<file path="config.mk">
export PLATFORM = sky130hd
export DESIGN_NAME = axis_frame_guard_flat
export DESIGN_NICKNAME = d
export VERILOG_FILES = /design/src/rtl/axis_frame_guard_pkg.sv /design/src/rtl/axis_frame_guard_if.sv /design/src/rtl/axis_frame_guard_skid.sv /design/src/rtl/axis_frame_guard.sv /design/src/flat_wrapper.sv
export SDC_FILE = /design/constraint.sdc
export NUM_CORES = 1
export LEC_CHECK = 0
export CAP_MARGIN = 20
export CORE_MARGIN = 5
export CORE_UTILIZATION = 45
export CTS_BUF_LIST = sky130_fd_sc_hd__clkbuf_4
export DETAILED_ROUTE_END_ITERATION = 7
export PLACE_DENSITY = 0.79
export RECOVER_POWER = 50
export SYNTH_ARGS = -nofsm -noshare
export SYNTH_HDL_FRONTEND = slang
export SYNTH_HIERARCHICAL = 1
export SYNTH_SLANG_ARGS = --single-unit
</file>
<file path="constraint.sdc">
create_clock -name clk -period 5.85 [get_ports clk]
set_clock_uncertainty 0.15 [all_clocks]
set_input_delay 1.17 -clock clk [delete_from_list [all_inputs] [get_ports clk]]
set_output_delay 1.17 -clock clk [all_outputs]
set_load 0.03 [all_outputs]
</file>
<file path="src/rtl/axis_frame_guard_pkg.sv">
// Shared types and constants for the AXI-Stream frame-length guard.
package axis_frame_guard_pkg;

    typedef enum logic {
        PASS = 1'b0,
        DROP = 1'b1
    } guard_state_t;

    // tuser bit that carries the bad-frame flag to the downstream frame FIFO
    localparam int USER_BAD_BIT = 0;

endpackage

</file>
<file path="src/rtl/axis_frame_guard_if.sv">
// AXI-Stream bus bundle used on both sides of the frame guard.
interface AXIS_IF #(
    parameter int DATA_WIDTH = 32,
    parameter int KEEP_WIDTH = (DATA_WIDTH + 7) / 8,
    parameter int ID_WIDTH   = 8,
    parameter int DEST_WIDTH = 8,
    parameter int USER_WIDTH = 1
);
    logic [DATA_WIDTH-1:0] tdata;
    logic [KEEP_WIDTH-1:0] tkeep;
    logic [KEEP_WIDTH-1:0] tstrb;
    logic                  tlast;
    logic [ID_WIDTH-1:0]   tid;
    logic [DEST_WIDTH-1:0] tdest;
    logic [USER_WIDTH-1:0] tuser;
    logic                  tvalid;
    logic                  tready;

    modport Master (
        output tdata, tkeep, tstrb, tlast, tid, tdest, tuser, tvalid,
        input  tready
    );

    modport Slave (
        input  tdata, tkeep, tstrb, tlast, tid, tdest, tuser, tvalid,
        output tready
    );
endinterface

</file>
<file path="src/rtl/axis_frame_guard_skid.sv">
// Two-entry register slice (main + skid) with a registered upstream ready.
module axis_frame_guard_skid #(
    parameter int WIDTH = 8
) (
    input  logic             clk,
    input  logic             reset,
    input  logic             i_valid,
    input  logic [WIDTH-1:0] i_data,
    output logic             o_ready,
    output logic             o_valid,
    output logic [WIDTH-1:0] o_data,
    input  logic             i_ready
);
    // p0 is the output (main) register, p1 the skid register
    logic             r_vld_p0;
    logic             r_vld_p1;
    logic [WIDTH-1:0] r_data_p0;
    logic [WIDTH-1:0] r_data_p1;
    logic             w_accept;
    logic             w_main_load;

    assign o_ready     = ~r_vld_p1;
    assign w_accept    = i_valid & ~r_vld_p1;
    assign w_main_load = i_ready | ~r_vld_p0;

    always_ff @(posedge clk) begin
        if (reset) begin
            r_vld_p0 <= 1'b0;
            r_vld_p1 <= 1'b0;
        end else if (w_main_load) begin
            r_vld_p0 <= r_vld_p1 | w_accept;
            r_vld_p1 <= 1'b0;
        end else if (w_accept) begin
            r_vld_p1 <= 1'b1;
        end
    end

    always_ff @(posedge clk) begin
        if (w_main_load && r_vld_p1) begin
            r_data_p0 <= r_data_p1;
        end else if (w_main_load && w_accept) begin
            r_data_p0 <= i_data;
        end
        if (!w_main_load && w_accept) begin
            r_data_p1 <= i_data;
        end
    end

    assign o_valid = r_vld_p0;
    assign o_data  = r_data_p0;

endmodule

</file>
<file path="src/rtl/axis_frame_guard.sv">
// AXI-Stream frame-length guard: truncates frames longer than cfg_max_beats and flags them bad in tuser.
// Frame/truncation statistics counters are built only when AXIS_FRAME_GUARD_STATS_EN is defined.
module axis_frame_guard
    import axis_frame_guard_pkg::*;
#(
    parameter int   DATA_WIDTH           = 32,
    parameter int   KEEP_WIDTH           = (DATA_WIDTH + 7) / 8,
    parameter int   ID_WIDTH             = 8,
    parameter int   DEST_WIDTH           = 8,
    parameter int   USER_WIDTH           = 1,
    parameter int   LEN_WIDTH            = 16,
    parameter logic USER_BAD_FRAME_VALUE = 1'b1,
    parameter int   STAT_WIDTH           = 32
) (
    input  logic                  clk,
    input  logic                  reset,
    AXIS_IF.Slave                 in_axis_if,
    AXIS_IF.Master                out_axis_if,
    input  logic [LEN_WIDTH-1:0]  cfg_max_beats,
    output logic                  status_good_frame,
    output logic                  status_truncated,
    output logic [STAT_WIDTH-1:0] stat_frames,
    output logic [STAT_WIDTH-1:0] stat_truncated
);
    localparam int PW = DATA_WIDTH + 2 * KEEP_WIDTH + 1 + ID_WIDTH + DEST_WIDTH + USER_WIDTH;
    localparam logic [0:0] ST_PASS = PASS;
    localparam logic [0:0] ST_DROP = DROP;

    if (USER_WIDTH < 1) begin : g_bad_user_width
        $error("axis_frame_guard: TUSER width must be at least 1");
    end

    logic [0:0]            r_state;
    logic [LEN_WIDTH-1:0]  r_beat_cnt;
    logic [LEN_WIDTH-1:0]  r_limit;
    logic                  r_status_good;
    logic                  r_status_trunc;

    logic                  w_pass;
    logic                  w_skid_ready;
    logic                  w_accept;
    logic [LEN_WIDTH-1:0]  w_limit;
    logic                  w_at_limit;
    logic                  w_force_last;
    logic                  w_good;
    logic                  w_trunc;
    logic [USER_WIDTH-1:0] w_user;
    logic [PW-1:0]         w_in_data;
    logic [PW-1:0]         w_out_data;

    assign w_pass               = (r_state == ST_PASS);
    assign in_axis_if.tready    = ~reset & (~w_pass | w_skid_ready);
    assign w_accept             = in_axis_if.tvalid & in_axis_if.tready;

    // The limit is taken live from cfg on a frame's first beat, from the latch afterwards
    assign w_limit      = (r_beat_cnt == '0) ? cfg_max_beats : r_limit;
    assign w_at_limit   = (w_limit != '0) &&
                          (({1'b0, r_beat_cnt} + (LEN_WIDTH + 1)'(1)) == {1'b0, w_limit});
    assign w_force_last = w_at_limit & ~in_axis_if.tlast;
    assign w_good       = w_accept & w_pass & in_axis_if.tlast;
    assign w_trunc      = w_accept & w_pass & w_force_last;

    always_comb begin
        w_user = in_axis_if.tuser;
        if (w_force_last) begin
            w_user[USER_BAD_BIT] = USER_BAD_FRAME_VALUE;
        end
    end

    assign w_in_data = {in_axis_if.tdata, in_axis_if.tkeep, in_axis_if.tstrb,
                        in_axis_if.tlast | w_force_last,
                        in_axis_if.tid, in_axis_if.tdest, w_user};

    always_ff @(posedge clk) begin
        if (reset) begin
            r_state        <= ST_PASS;
            r_beat_cnt     <= '0;
            r_limit        <= '0;
            r_status_good  <= 1'b0;
            r_status_trunc <= 1'b0;
        end else begin
            r_status_good  <= w_good;
            r_status_trunc <= w_trunc;
            if (w_accept) begin
                if (w_pass) begin
                    if (r_beat_cnt == '0) begin
                        r_limit <= cfg_max_beats;
                    end
                    if (in_axis_if.tlast) begin
                        r_beat_cnt <= '0;
                    end else if (w_at_limit) begin
                        r_beat_cnt <= '0;
                        r_state    <= ST_DROP;
                    end else if (r_beat_cnt != '1) begin
                        r_beat_cnt <= r_beat_cnt + LEN_WIDTH'(1);
                    end
                end else if (in_axis_if.tlast) begin
                    r_beat_cnt <= '0;
                    r_state    <= ST_PASS;
                end
            end
        end
    end

    axis_frame_guard_skid #(
        .WIDTH (PW)
    ) u_skid (
        .clk     (clk),
        .reset   (reset),
        .i_valid (in_axis_if.tvalid & w_pass),
        .i_data  (w_in_data),
        .o_ready (w_skid_ready),
        .o_valid (out_axis_if.tvalid),
        .o_data  (w_out_data),
        .i_ready (out_axis_if.tready)
    );

    assign {out_axis_if.tdata, out_axis_if.tkeep, out_axis_if.tstrb, out_axis_if.tlast,
            out_axis_if.tid, out_axis_if.tdest, out_axis_if.tuser} = w_out_data;

    assign status_good_frame = r_status_good;
    assign status_truncated  = r_status_trunc;

`ifdef AXIS_FRAME_GUARD_STATS_EN
    logic [STAT_WIDTH-1:0] r_stat_frames;
    logic [STAT_WIDTH-1:0] r_stat_trunc;

    always_ff @(posedge clk) begin
        if (reset) begin
            r_stat_frames <= '0;
            r_stat_trunc  <= '0;
        end else begin
            if (w_good || w_trunc) begin
                r_stat_frames <= r_stat_frames + STAT_WIDTH'(1);
            end
            if (w_trunc) begin
                r_stat_trunc <= r_stat_trunc + STAT_WIDTH'(1);
            end
        end
    end

    assign stat_frames    = r_stat_frames;
    assign stat_truncated = r_stat_trunc;
`else
    assign stat_frames    = '0;
    assign stat_truncated = '0;
`endif

endmodule
</file>
<file path="src/flat_wrapper.sv">
// flat-port wrapper written by rule: the top's interface ports become plain ports
module axis_frame_guard_flat import axis_frame_guard_pkg::*;
#(
    parameter int   DATA_WIDTH           = 32,
    parameter int   KEEP_WIDTH           = (DATA_WIDTH + 7) / 8,
    parameter int   ID_WIDTH             = 8,
    parameter int   DEST_WIDTH           = 8,
    parameter int   USER_WIDTH           = 1,
    parameter int   LEN_WIDTH            = 16,
    parameter logic USER_BAD_FRAME_VALUE = 1'b1,
    parameter int   STAT_WIDTH           = 32
)
  (clk, reset, cfg_max_beats, status_good_frame, status_truncated, stat_frames, stat_truncated, in_axis_if_tdata, in_axis_if_tkeep, in_axis_if_tstrb, in_axis_if_tlast, in_axis_if_tid, in_axis_if_tdest, in_axis_if_tuser, in_axis_if_tvalid, in_axis_if_tready, out_axis_if_tdata, out_axis_if_tkeep, out_axis_if_tstrb, out_axis_if_tlast, out_axis_if_tid, out_axis_if_tdest, out_axis_if_tuser, out_axis_if_tvalid, out_axis_if_tready);
  AXIS_IF #(.DATA_WIDTH(DATA_WIDTH), .KEEP_WIDTH(KEEP_WIDTH), .ID_WIDTH(ID_WIDTH), .DEST_WIDTH(DEST_WIDTH), .USER_WIDTH(USER_WIDTH)) in_axis_if_i ();
  AXIS_IF #(.DATA_WIDTH(DATA_WIDTH), .KEEP_WIDTH(KEEP_WIDTH), .ID_WIDTH(ID_WIDTH), .DEST_WIDTH(DEST_WIDTH), .USER_WIDTH(USER_WIDTH)) out_axis_if_i ();
  input  logic clk;
  input  logic reset;
  input  logic [LEN_WIDTH-1:0] cfg_max_beats;
  output logic status_good_frame;
  output logic status_truncated;
  output logic [STAT_WIDTH-1:0] stat_frames;
  output logic [STAT_WIDTH-1:0] stat_truncated;
  input wire logic [$bits(in_axis_if_i.tdata)-1:0] in_axis_if_tdata;
  input wire logic [$bits(in_axis_if_i.tkeep)-1:0] in_axis_if_tkeep;
  input wire logic [$bits(in_axis_if_i.tstrb)-1:0] in_axis_if_tstrb;
  input wire logic [$bits(in_axis_if_i.tlast)-1:0] in_axis_if_tlast;
  input wire logic [$bits(in_axis_if_i.tid)-1:0] in_axis_if_tid;
  input wire logic [$bits(in_axis_if_i.tdest)-1:0] in_axis_if_tdest;
  input wire logic [$bits(in_axis_if_i.tuser)-1:0] in_axis_if_tuser;
  input wire logic [$bits(in_axis_if_i.tvalid)-1:0] in_axis_if_tvalid;
  output wire logic [$bits(in_axis_if_i.tready)-1:0] in_axis_if_tready;
  output wire logic [$bits(out_axis_if_i.tdata)-1:0] out_axis_if_tdata;
  output wire logic [$bits(out_axis_if_i.tkeep)-1:0] out_axis_if_tkeep;
  output wire logic [$bits(out_axis_if_i.tstrb)-1:0] out_axis_if_tstrb;
  output wire logic [$bits(out_axis_if_i.tlast)-1:0] out_axis_if_tlast;
  output wire logic [$bits(out_axis_if_i.tid)-1:0] out_axis_if_tid;
  output wire logic [$bits(out_axis_if_i.tdest)-1:0] out_axis_if_tdest;
  output wire logic [$bits(out_axis_if_i.tuser)-1:0] out_axis_if_tuser;
  output wire logic [$bits(out_axis_if_i.tvalid)-1:0] out_axis_if_tvalid;
  input wire logic [$bits(out_axis_if_i.tready)-1:0] out_axis_if_tready;
  assign in_axis_if_i.tdata = in_axis_if_tdata;
  assign in_axis_if_i.tkeep = in_axis_if_tkeep;
  assign in_axis_if_i.tstrb = in_axis_if_tstrb;
  assign in_axis_if_i.tlast = in_axis_if_tlast;
  assign in_axis_if_i.tid = in_axis_if_tid;
  assign in_axis_if_i.tdest = in_axis_if_tdest;
  assign in_axis_if_i.tuser = in_axis_if_tuser;
  assign in_axis_if_i.tvalid = in_axis_if_tvalid;
  assign in_axis_if_tready = in_axis_if_i.tready;
  assign out_axis_if_tdata = out_axis_if_i.tdata;
  assign out_axis_if_tkeep = out_axis_if_i.tkeep;
  assign out_axis_if_tstrb = out_axis_if_i.tstrb;
  assign out_axis_if_tlast = out_axis_if_i.tlast;
  assign out_axis_if_tid = out_axis_if_i.tid;
  assign out_axis_if_tdest = out_axis_if_i.tdest;
  assign out_axis_if_tuser = out_axis_if_i.tuser;
  assign out_axis_if_tvalid = out_axis_if_i.tvalid;
  assign out_axis_if_i.tready = out_axis_if_tready;
  axis_frame_guard #(.DATA_WIDTH(DATA_WIDTH), .KEEP_WIDTH(KEEP_WIDTH), .ID_WIDTH(ID_WIDTH), .DEST_WIDTH(DEST_WIDTH), .USER_WIDTH(USER_WIDTH), .LEN_WIDTH(LEN_WIDTH), .USER_BAD_FRAME_VALUE(USER_BAD_FRAME_VALUE), .STAT_WIDTH(STAT_WIDTH)) u_core (.clk(clk), .reset(reset), .in_axis_if(in_axis_if_i), .out_axis_if(out_axis_if_i), .cfg_max_beats(cfg_max_beats), .status_good_frame(status_good_frame), .status_truncated(status_truncated), .stat_frames(stat_frames), .stat_truncated(stat_truncated));
endmodule
</file>
==> flow_metrics.py, run 1 <==
metrics = {
    "hold_path": {
        "worst_hold_path.num_cells": 2,
        "worst_hold_path_type": "flop to flop",
    },
    "cells_and_area": {
        "drive_above_1_share": 0.131,
        "area_growth_pct": 20.1,
        "layout.cells.most_common_list": "edfxtp_1, clkdlybuf4s50_1, conb_1",
        "insertedDiodeCount": 0,
        "post_layout_net_count": 777,
        "fillers": 1358,
        "design_area_um2": 8800,
        "layout_commonest_cell": "edfxtp_1",
    },
    "placement": {
        "place_area_um2": 8630,
        "detailedPlacementHpwl_um": 12000,
        "gp_congestion": 0.940,
        "place.port_buffers": 139,
    },
    "route": {
        "ant_nets": 0,
        "drc": 0,
        "drt_pass1_iterations": 5,
        "drt-wirelength-per-cell_um": 17.9,
        "avgViaCountPerCell": 5.16,
        "wl_um": 16500,
        "drt_iter0_markers": 353,
        "vias": 4782,
    },
    "synthesis": {
        "netlist_instances": 562,
        "synthSimpleGateAreaFrac": 0.117,
        "synth-xor-area-share": 0.0341,
        "synth_top_family_by_area": "multiplexers",
        "post_synth.cell_area_avg_um2": 13.0,
        "synth_cell_types": 59,
        "synthesis.area_um2": 7330,
        "seq_area_frac_synth": 0.576,
        "yosysWarnings": 6,
        "synth_edf_count": 116,
        "post_synthesis_adder_cell_area_fraction": 0.00341,
        "compound_cell_area_share_of_the_yosys_netlist": 0.0560,
        "ys.flop_type": "edfxtp_1",
        "synthMuxAreaShare": 0.120,
        "synth_async_sr_flop_share": 0,
        "ys_ff_latch": 153,
    },
    "floorplan": {
        "pin_count": 204,
        "floorplan.rows": 46,
        "core_um2": 15900,
        "initial_utilization": 0.460,
        "die_span_in_y_um": 138,
        "die_area_um2": 18900,
        "die_w_um": 138,
    },
    "global_routing": {
        "grt_usage": 0.170,
        "grt_antenna_before_repair": 0,
        "first_global_vias": 4712,
        "gr-total-overflow": 0,
        "grt_pass1_wl_um": 24800,
        "grt_start_max_net_pins": 59,
    },
    "setup_path": {
        "critical_path.endpoint_type": "flop",
        "r2r_cells": 3,
        "worstPathRequired_ns": 5.79,
        "cp_cell_sequence": "dlygate4sd3_1 > nor2b_1 > nor3b_1 > clkbuf_1",
        "timing.critical_path.fanout_max": 58,
        "critical_path.top_delay_family": "buffers and inverters",
        "worst_path_largest_cell_delay_ns": 2.32,
        "cp_data_arrival_time_ns": 4.63,
        "setup.worst_path.start_class": "input port",
        "worstPathBufferInverterCount": 2,
        "worst-path-stages": 4,
        "critical_path.slowest_cell": "clkbuf_1",
        "worstSetupPathType": "input port to flop",
    },
    "clock_tree": {
        "insertion_delay_ns": 0.54,
        "postCtsHoldBufs": 0,
        "max-clock-path-buffers": 2,
        "post_cts.repair.setup_buffers": 0,
        "numClockSinks": 153,
        "post_cts_resized": 0,
        "htreeDepth": 4,
        "tritoncts_buffer_count": 17,
        "buffer_type_at_the_clock_tree_root": "clkbuf_4",
        "path_clk_slew_ns": 0.12,
        "cts_tree": "done",
    },
    "sta": {
        "report.final.setup_viol": 0,
        "fin_setup_tns_ns": 0,
        "grt_setup_unrepaired": "no",
        "worst_pin_slew_ns": 3.27,
        "final_max_slew_viol_count": 152,
        "slew-limit-headroom": -1.18,
        "layout_worst_path_cycle_share": 0.801,
        "fmax_mhz": 214,
        "hold_violations": 0,
        "fin_crit_ns": 4.68,
    },
    "run_status": {
        "failed_checks": "max-capacitance violations, max-slew violations",
        "outcome": "finished, violations left",
    },
    "run": {
        "max_cap_violations": 3,
    },
    "power": {
        "peakVddDrop_mv": 0.112,
        "power.static_leakage_nw": 3.12,
        "power_density_nw_per_um2": 251,
    },
}
## layer usage
layer	share of wire	routed length [µm]	global-route usage
met1	0.42	6960	0.216
met2	0.47	7830	0.277
met3	0.089	1470	0.0522
met4	0.018	299	0.0582
met5	0	0	0
## worst paths after layout
check,startpoint,to,slack (ns)
min reg2reg,u_core/r_limit[14],u_core/r_limit[14],0.33
max reg2reg,u_core/r_state,u_core/u_skid/r_data_p1[19],1.99
max,in_axis_if_tvalid,u_core/u_skid/r_data_p1[19],1.17
min,u_core/r_limit[14],u_core/r_limit[14],0.33
## cell type report
class / instances / area, µm² / share of cell area
timing repair buffer: 142 / 1410 / 0.160
clock buffer: 17 / 128 / 0.0145
multi-input combinational: 371 / 2580 / 0.293
sequential: 153 / 4220 / 0.480
tap: 216 / 270 / 0.0307
clock inverter: 15 / 140 / 0.0159
inverter: 12 / 45.0 / 0.00512
## flip-flops by register name (all words and copies together), names as in the netlist, 16 cells and up
signal	count
u_core/u_skid/o_data	58
u_core/r_limit	16
u_core/r_beat_cnt	16
u_core/u_skid/r_data_p1	58
## per-stage QoR
step | instances | power (mW) | util | hold WS (ns) | worst slack (ns)
2_1_floorplan | 625 | 1.52 | - | 0.296 | 1.59
3_5_place_dp | 894 | 1.63 | 0.542 | 0.321 | 1.60
3_3_place_gp | 894 | 1.62 | 0.542 | 0.307 | 1.60
4_1_cts | 926 | 2.24 | 0.558 | 0.337 | 1.59
6_report | 926 | 2.20 | 0.552 | 0.334 | 1.17
5_1_grt | 926 | 2.30 | 0.552 | 0.372 | 0.915
## cells by family after synthesis
logic type      Yosys count
compound gates           60
xor+xnor                 27
fa+ha+maj                 2
buf+inv                 101
flops                   153
mux                      73
other cells               1
simple gates            145
## cells in the mapped netlist (3+ instances only)
library cell / count / area share
nand4_4: 3 / 0.0087
edfxtp_1: 116 / 0.48
nor2_1: 22 / 0.011
nor2b_1: 4 / 0.0034
mux2_2: 39 / 0.060
nand2_1: 57 / 0.029
a21oi_1: 22 / 0.015
clkbuf_1: 9 / 0.0046
o211ai_2: 5 / 0.0085
mux2i_1: 14 / 0.019
inv_1: 12 / 0.0061
o2111ai_1: 4 / 0.0048
a31oi_1: 4 / 0.0034
xor2_1: 6 / 0.0072
buf_6: 6 / 0.0092
buf_2: 10 / 0.0068
nor3_1: 5 / 0.0034
nand4_1: 13 / 0.011
buf_4: 64 / 0.066
dfxtp_1: 37 / 0.10
xnor2_1: 20 / 0.024
and4_1: 4 / 0.0048
nor4_1: 10 / 0.0085
o21ai_0: 7 / 0.0048
mux2_4: 20 / 0.041
nand3_1: 3 / 0.0020
a41oi_1: 3 / 0.0036
o21ai_1: 3 / 0.0020
## where the power goes
group	internal, mW	switching, mW	total [mW]
Clock	0.219	0.391	0.610
Combinational	0.135	0.222	0.358
Sequential	1.22	0.0168	1.24
Total	1.57	0.630	2.20
## tightest hold or removal path, cell delays in order (launching register included)
cell	delay, ns
dfxtp_1	0.34
nand2_1	0.06
a21oi_1	0.05
No activity file was read; power rests on OpenSTA's default activity.
==> inputs of run 2 (changes only) <==
--- a/config.mk
+++ b/config.mk
@@ -7,10 +7,10 @@
 export LEC_CHECK = 0
 export CAP_MARGIN = 20
 export CORE_MARGIN = 5
-export CORE_UTILIZATION = 45
+export CORE_UTILIZATION = 50
 export CTS_BUF_LIST = sky130_fd_sc_hd__clkbuf_4
 export DETAILED_ROUTE_END_ITERATION = 7
-export PLACE_DENSITY = 0.79
+export PLACE_DENSITY = 0.83
 export RECOVER_POWER = 50
 export SYNTH_ARGS = -nofsm -noshare
 export SYNTH_HDL_FRONTEND = slang
==> constraint.sdc (replaced) <==
create_clock -name clk -period 4.5 [get_ports clk]
set_clock_uncertainty 0.15 [all_clocks]
set_input_delay 0.9 -clock clk [delete_from_list [all_inputs] [get_ports clk]]
set_output_delay 0.9 -clock clk [all_outputs]
set_load 0.03 [all_outputs]
==> flow_metrics.py, run 2 (synthesis gave the netlist of run 1 again) <==
metrics = {
    "run_status": {
        "outcome": "finished clean",
    },
    "power": {
        "peakVddDrop_mv": 0.147,
        "power.sequential.fraction": 0.540,
        "power.share.combinational": 0.158,
        "power_density_nw_per_um2": 336,
        "power.static_leakage_nw": 3.21,
        "p_int_mw": 2.18,
        "clock_network_fraction_of_design_power": 0.302,
        "swShare": 0.269,
        "p_switching_uw": 800,
    },
    "floorplan": {
        "die_span_in_y_um": 131,
        "core_um2": 14500,
        "die_w_um": 131,
        "floorplan.rows": 44,
        "initial_utilization": 0.506,
        "pin_count": 204,
        "die_area_um2": 17200,
    },
    "route": {
        "drt_pass1_iterations": 5,
        "drc": 0,
        "drt-wirelength-per-cell_um": 18.5,
        "ant_nets": 0,
        "vias": 4840,
        "avgViaCountPerCell": 5.38,
        "wl_um": 16600,
        "drt_iter0_markers": 542,
    },
    "sta": {
        "fin_setup_tns_ns": 0,
        "hold_violations": 0,
        "holdWs_ns": 0.340,
        "fmax_mhz": 279,
        "report.final.setup_viol": 0,
        "grt_setup_unrepaired": "no",
        "final_max_slew_viol_count": 0,
        "fin_crit_ns": 3.58,
        "worst_pin_slew_ns": 1.47,
        "slew-limit-headroom": 0.0232,
        "layout_worst_path_cycle_share": 0.796,
    },
    "setup_path": {
        "timing.critical_path.fanout_max": 20,
        "worstPathRequired_ns": 4.64,
        "setup.worst_path.start": "out_axis_if_tready",
        "cp_data_arrival_time_ns": 3.73,
        "setup.worst_path.start_class": "input port",
        "critical_path.endpoint_type": "flop",
        "regToRegEndpoint": "u_core/r_beat_cnt[6]",
        "r2r_cells": 10,
        "r2r_slack_ns": 0.94,
        "crit-reg2reg-launch": "u_core/r_beat_cnt[0]",
        "worstSetupPathType": "input port to flop",
    },
    "placement": {
        "detailedPlacementHpwl_um": 12200,
        "gp_congestion": 0.947,
        "place.port_buffers": 139,
    },
    "global_routing": {
        "first_global_vias": 4729,
        "grt_pass1_wl_um": 24900,
        "grt_antenna_before_repair": 1,
        "grt_start_max_net_pins": 56,
        "gr-total-overflow": 0,
        "grt_usage": 0.190,
    },
    "clock_tree": {
        "buffer_type_at_the_clock_tree_root": "clkbuf_4",
        "post_cts_resized": 0,
        "tritoncts_buffer_count": 17,
        "numClockSinks": 153,
        "insertion_delay_ns": 0.54,
        "path_clk_slew_ns": 0.12,
        "htreeDepth": 4,
        "post_cts.repair.setup_buffers": 0,
        "cts_tree": "done",
        "max-clock-path-buffers": 2,
        "postCtsHoldBufs": 0,
    },
    "hold_path": {
        "hold_path_startpoint": "u_core/r_limit[6]",
        "timing.hold.worst_endpoint": "u_core/r_limit[6]",
        "worst_hold_path_type": "flop to flop",
        "worst_hold_path.num_cells": 2,
    },
    "cells_and_area": {
        "post_layout_net_count": 780,
        "layout_commonest_cell": "edfxtp_1",
        "area_growth_pct": 21.1,
        "fillers": 1084,
        "layout.cells.most_common_list": "edfxtp_1, clkdlybuf4s50_1, conb_1",
        "drive_above_1_share": 0.151,
    },
    "run": {
        "max_cap_violations": 0,
    },
}
-- run 2: changes by cell type in the layout (fill, tap and decap cells not counted), moves of 2 or more --
cell and change:
bufinv_16 +2, diode_2 +2, clkbuf_4 +3, mux2_4 +8
mux2_2 +3, mux2_1 -11
-- run 2: power groups by stage --
stage	clock [mW]	combinational, mW	sequential, mW
2_1_floorplan	0	0.266	1.71
3_3_place_gp	0	0.474	1.64
3_5_place_dp	0	0.485	1.64
4_1_cts	0.935	0.487	1.61
5_1_grt	1.00	0.498	1.61
6_report	0.901	0.470	1.61
-- run 2: worst max-delay path: stages --
cell           delay [ns]
dlygate4sd3_1        0.55
nand2b_1             0.21
nand2_1              0.66
clkbuf_1             0.97
mux2_2               0.44
-- run 2: area by class of cell --
cell class,instances,area (µm²),area share
Clock buffer,20,150,0.0169
Tap cell,184,230,0.0259
Inverter,12,45.0,0.00508
Clock inverter,12,164,0.0185
Timing Repair Buffer,145,1440,0.163
Antenna cell,2,5.00,0.000564
Multi-Input combinational cell,371,2610,0.294
Sequential cell,153,4220,0.476
-- run 2: worst max-delay path by stage --
stage                                  to  slack, ns
6_report         u_core/u_skid/o_data[21]       0.92
5_1_grt              u_core/r_beat_cnt[6]       0.69
4_1_cts              u_core/r_beat_cnt[6]       0.94
3_5_place_dp         u_core/r_beat_cnt[6]       0.95
3_3_place_gp     u_core/u_skid/o_data[17]       1.14
2_1_floorplan  u_core/u_skid/r_data_p1[0]       0.51
-- run 2: metal layers --
layer | part of all wire | GRT usage | routed length [µm]
met4 | 0.024 | 0.0696 | 404
met2 | 0.49 | 0.318 | 8150
met3 | 0.092 | 0.0498 | 1530
met1 | 0.39 | 0.238 | 6540
met5 | 0 | 0 | 0
-- run 2: through the flow --
stage | setup WS [ns] | std cells | area [µm²] | power [mW] | utilization
after floorplan | 0.511 | 625 | 7570 | 1.98 | -
after global placement | 1.14 | 865 | 8640 | 2.11 | 0.597
after detailed placement | 0.946 | 865 | 8640 | 2.13 | 0.597
after CTS | 0.937 | 897 | 8950 | 3.03 | 0.618
after global routing | 0.693 | 898 | 8870 | 3.11 | 0.613
final | 0.917 | 899 | 8870 | 2.98 | 0.613
==> inputs of run 3 (changes only) <==
--- a/config.mk
+++ b/config.mk
@@ -7,10 +7,10 @@
 export LEC_CHECK = 0
 export CAP_MARGIN = 20
 export CORE_MARGIN = 5
-export CORE_UTILIZATION = 50
+export CORE_UTILIZATION = 45
 export CTS_BUF_LIST = sky130_fd_sc_hd__clkbuf_4
 export DETAILED_ROUTE_END_ITERATION = 7
-export PLACE_DENSITY = 0.83
+export PLACE_DENSITY = 0.79
 export RECOVER_POWER = 50
 export SYNTH_ARGS = -nofsm -noshare
 export SYNTH_HDL_FRONTEND = slang
==> constraint.sdc (replaced) <==
create_clock -name clk -period 3.2 [get_ports clk]
set_clock_uncertainty 0.15 [all_clocks]
set_input_delay 0.64 -clock clk [delete_from_list [all_inputs] [get_ports clk]]
set_output_delay 0.64 -clock clk [all_outputs]
set_load 0.03 [all_outputs]
==> flow_metrics.py, run 3 (synthesis gave the netlist of run 1 again) <==
metrics = {
    "global_routing": {
        "gr-total-overflow": 0,
        "grt_start_max_net_pins": 45,
        "first_global_vias": 4803,
        "grt_pass1_wl_um": 24400,
        "grt_usage": 0.165,
        "grt_antenna_before_repair": 0,
    },
    "setup_path": {
        "critical_path.endpoint_type": "flop",
        "r2r_cells": 8,
        "cp_cell_sequence": "nand4_1 > or4_4 > xor2_1 > xnor2_1 > and4_4 > a41oi_2 > inv_1 > mux2_2",
        "worst_path_largest_cell_delay_ns": 0.58,
        "crit-reg2reg-launch": "u_core/r_beat_cnt[3]",
        "worstPathRequired_ns": 3.36,
        "regToRegEndpoint": "u_core/u_skid/o_data[17]",
        "critical_path.top_delay_family": "simple AND/OR/NAND/NOR gates",
        "cp_data_arrival_time_ns": 3.20,
        "r2r_slack_ns": 0.16,
        "worstPathBufferInverterCount": 1,
        "critical_path.slowest_cell": "dfxtp_1",
        "setup.worst_path.start_class": "flop",
        "timing.critical_path.fanout_max": 8,
        "worstSetupPathType": "flop to flop",
    },
    "route": {
        "avgViaCountPerCell": 5.14,
        "drt_pass1_iterations": 5,
        "drt-wirelength-per-cell_um": 17.3,
        "drc": 0,
        "wl_um": 16500,
        "ant_nets": 0,
        "vias": 4887,
        "drt_iter0_markers": 337,
    },
    "cells_and_area": {
        "post_layout_net_count": 802,
        "drive_above_1_share": 0.180,
        "area_growth_pct": 23.9,
        "insertedDiodeCount": 0,
        "layout.cells.most_common_list": "edfxtp_1, clkdlybuf4s50_1, conb_1",
        "layout_commonest_cell": "edfxtp_1",
    },
    "clock_tree": {
        "tritoncts_buffer_count": 17,
        "max-clock-path-buffers": 2,
        "cts_tree": "done",
        "insertion_delay_ns": 0.54,
        "numClockSinks": 153,
        "path_clk_slew_ns": 0.14,
        "htreeDepth": 4,
        "buffer_type_at_the_clock_tree_root": "clkbuf_4",
    },
    "hold_path": {
        "hold_path_startpoint": "u_core/r_limit[11]",
        "worst_hold_path_type": "flop to flop",
        "worst_hold_path.num_cells": 2,
        "timing.hold.worst_endpoint": "u_core/r_limit[11]",
    },
    "power": {
        "report.power.total_mw": 4.04,
        "peakVddDrop_mv": 0.222,
        "power.static_leakage_nw": 3.31,
        "power_density_nw_per_um2": 445,
    },
    "floorplan": {
        "die_area_um2": 18900,
        "core_um2": 15900,
        "pin_count": 204,
        "die_w_um": 138,
        "floorplan.rows": 46,
        "die_span_in_y_um": 138,
        "initial_utilization": 0.460,
    },
    "sta": {
        "final.setup.worst_slack_ns": 0.156,
        "report.final.setup_viol": 0,
        "final_max_slew_viol_count": 0,
        "layout_worst_path_cycle_share": 0.951,
        "fmax_mhz": 328,
        "grt_setup_unrepaired": "no",
        "holdWs_ns": 0.337,
        "worst_pin_slew_ns": 1.10,
        "slew-limit-headroom": 0.265,
        "hold_violations": 0,
        "fin_crit_ns": 3.04,
    },
    "run": {
        "max_cap_violations": 0,
    },
    "run_status": {
        "outcome": "finished clean",
    },
    "placement": {
        "detailedPlacementHpwl_um": 12300,
        "place.port_buffers": 139,
        "gp_congestion": 0.905,
        "dpl_worst_slack_ns": -0.00655,
    },
}
run 3: changes by cell type in the layout (fill, tap and decap cells not counted), sizes merged:
| cell | before | now |
|---|---|---|
| buf | 4 | 24 |
| inv | 16 | 20 |
| bufinv | 3 | 0 |
| clkinvlp | 1 | 3 |
| diode | 2 | 0 |
| clkbuf | 22 | 23 |
| clkdlybuf4s50 | 81 | 80 |
| clkinv | 4 | 3 |
run 3: area by class of cell:
cell class | count | area (µm²)
sequential | 153 | 4220
inverter | 12 | 45.0
tap | 216 | 270
fill | 1305 | 6870
clock inverter | 14 | 129
timing repair buffer | 167 | 1630
clock buffer | 18 | 135
multi-input combinational | 371 | 2640
run 3: worst reg2reg max path, cell delays in order (launching register included):
cell	delay, ns
dfxtp_1	0.58
nand4_1	0.28
or4_4	0.56
xor2_1	0.17
xnor2_1	0.17
and4_4	0.23
a41oi_2	0.31
inv_1	0.09
mux2_2	0.27
run 3: worst max path at each step:
stage                         startpoint                    endpoint  depth (start not counted)
global route        u_core/r_beat_cnt[0]       u_core/r_beat_cnt[15]                         11
finish              u_core/r_beat_cnt[3]    u_core/u_skid/o_data[17]                          8
CTS                 u_core/r_beat_cnt[0]        u_core/r_beat_cnt[0]                         10
floorplan              in_axis_if_tvalid  u_core/u_skid/r_data_p1[0]                          2
detailed placement      cfg_max_beats[2]        u_core/r_beat_cnt[0]                          9
global placement        cfg_max_beats[2]    u_core/u_skid/o_data[17]                          9
run 3: per-layer routing:
| metal | up-vias | track usage | routed length (µm) |
|---|---|---|---|
| li1 | 2262 | - | - |
| met1 | 2340 | 0.203 | 6600 |
| met2 | 254 | 0.282 | 8140 |
| met3 | 31 | 0.0442 | 1410 |
| met4 | 0 | 0.0549 | 340 |
| met5 | - | 0 | 0 |
run 3: power by group:
group	switching (mW)	internal (mW)
Combinational	0.409	0.271
Clock	0.754	0.346
Sequential	0.0309	2.23
run 3: per-stage QoR:
step	util	TNS (ns)	std cells	instance area (µm²)
2_1_floorplan	-	0	625	7580
3_3_place_gp	0.556	0	916	8860
3_5_place_dp	0.556	-0.00676	916	8860
4_1_cts	0.572	0	948	9120
5_1_grt	0.569	0	951	9080
6_report	0.569	0	951	9080
run 3: timing repair:
item	4_1_cts	5_1_grt
buffers inserted	0	3
gates resized for setup	0	3
setup endpoints to repair	0	10
hold buffers	0	0
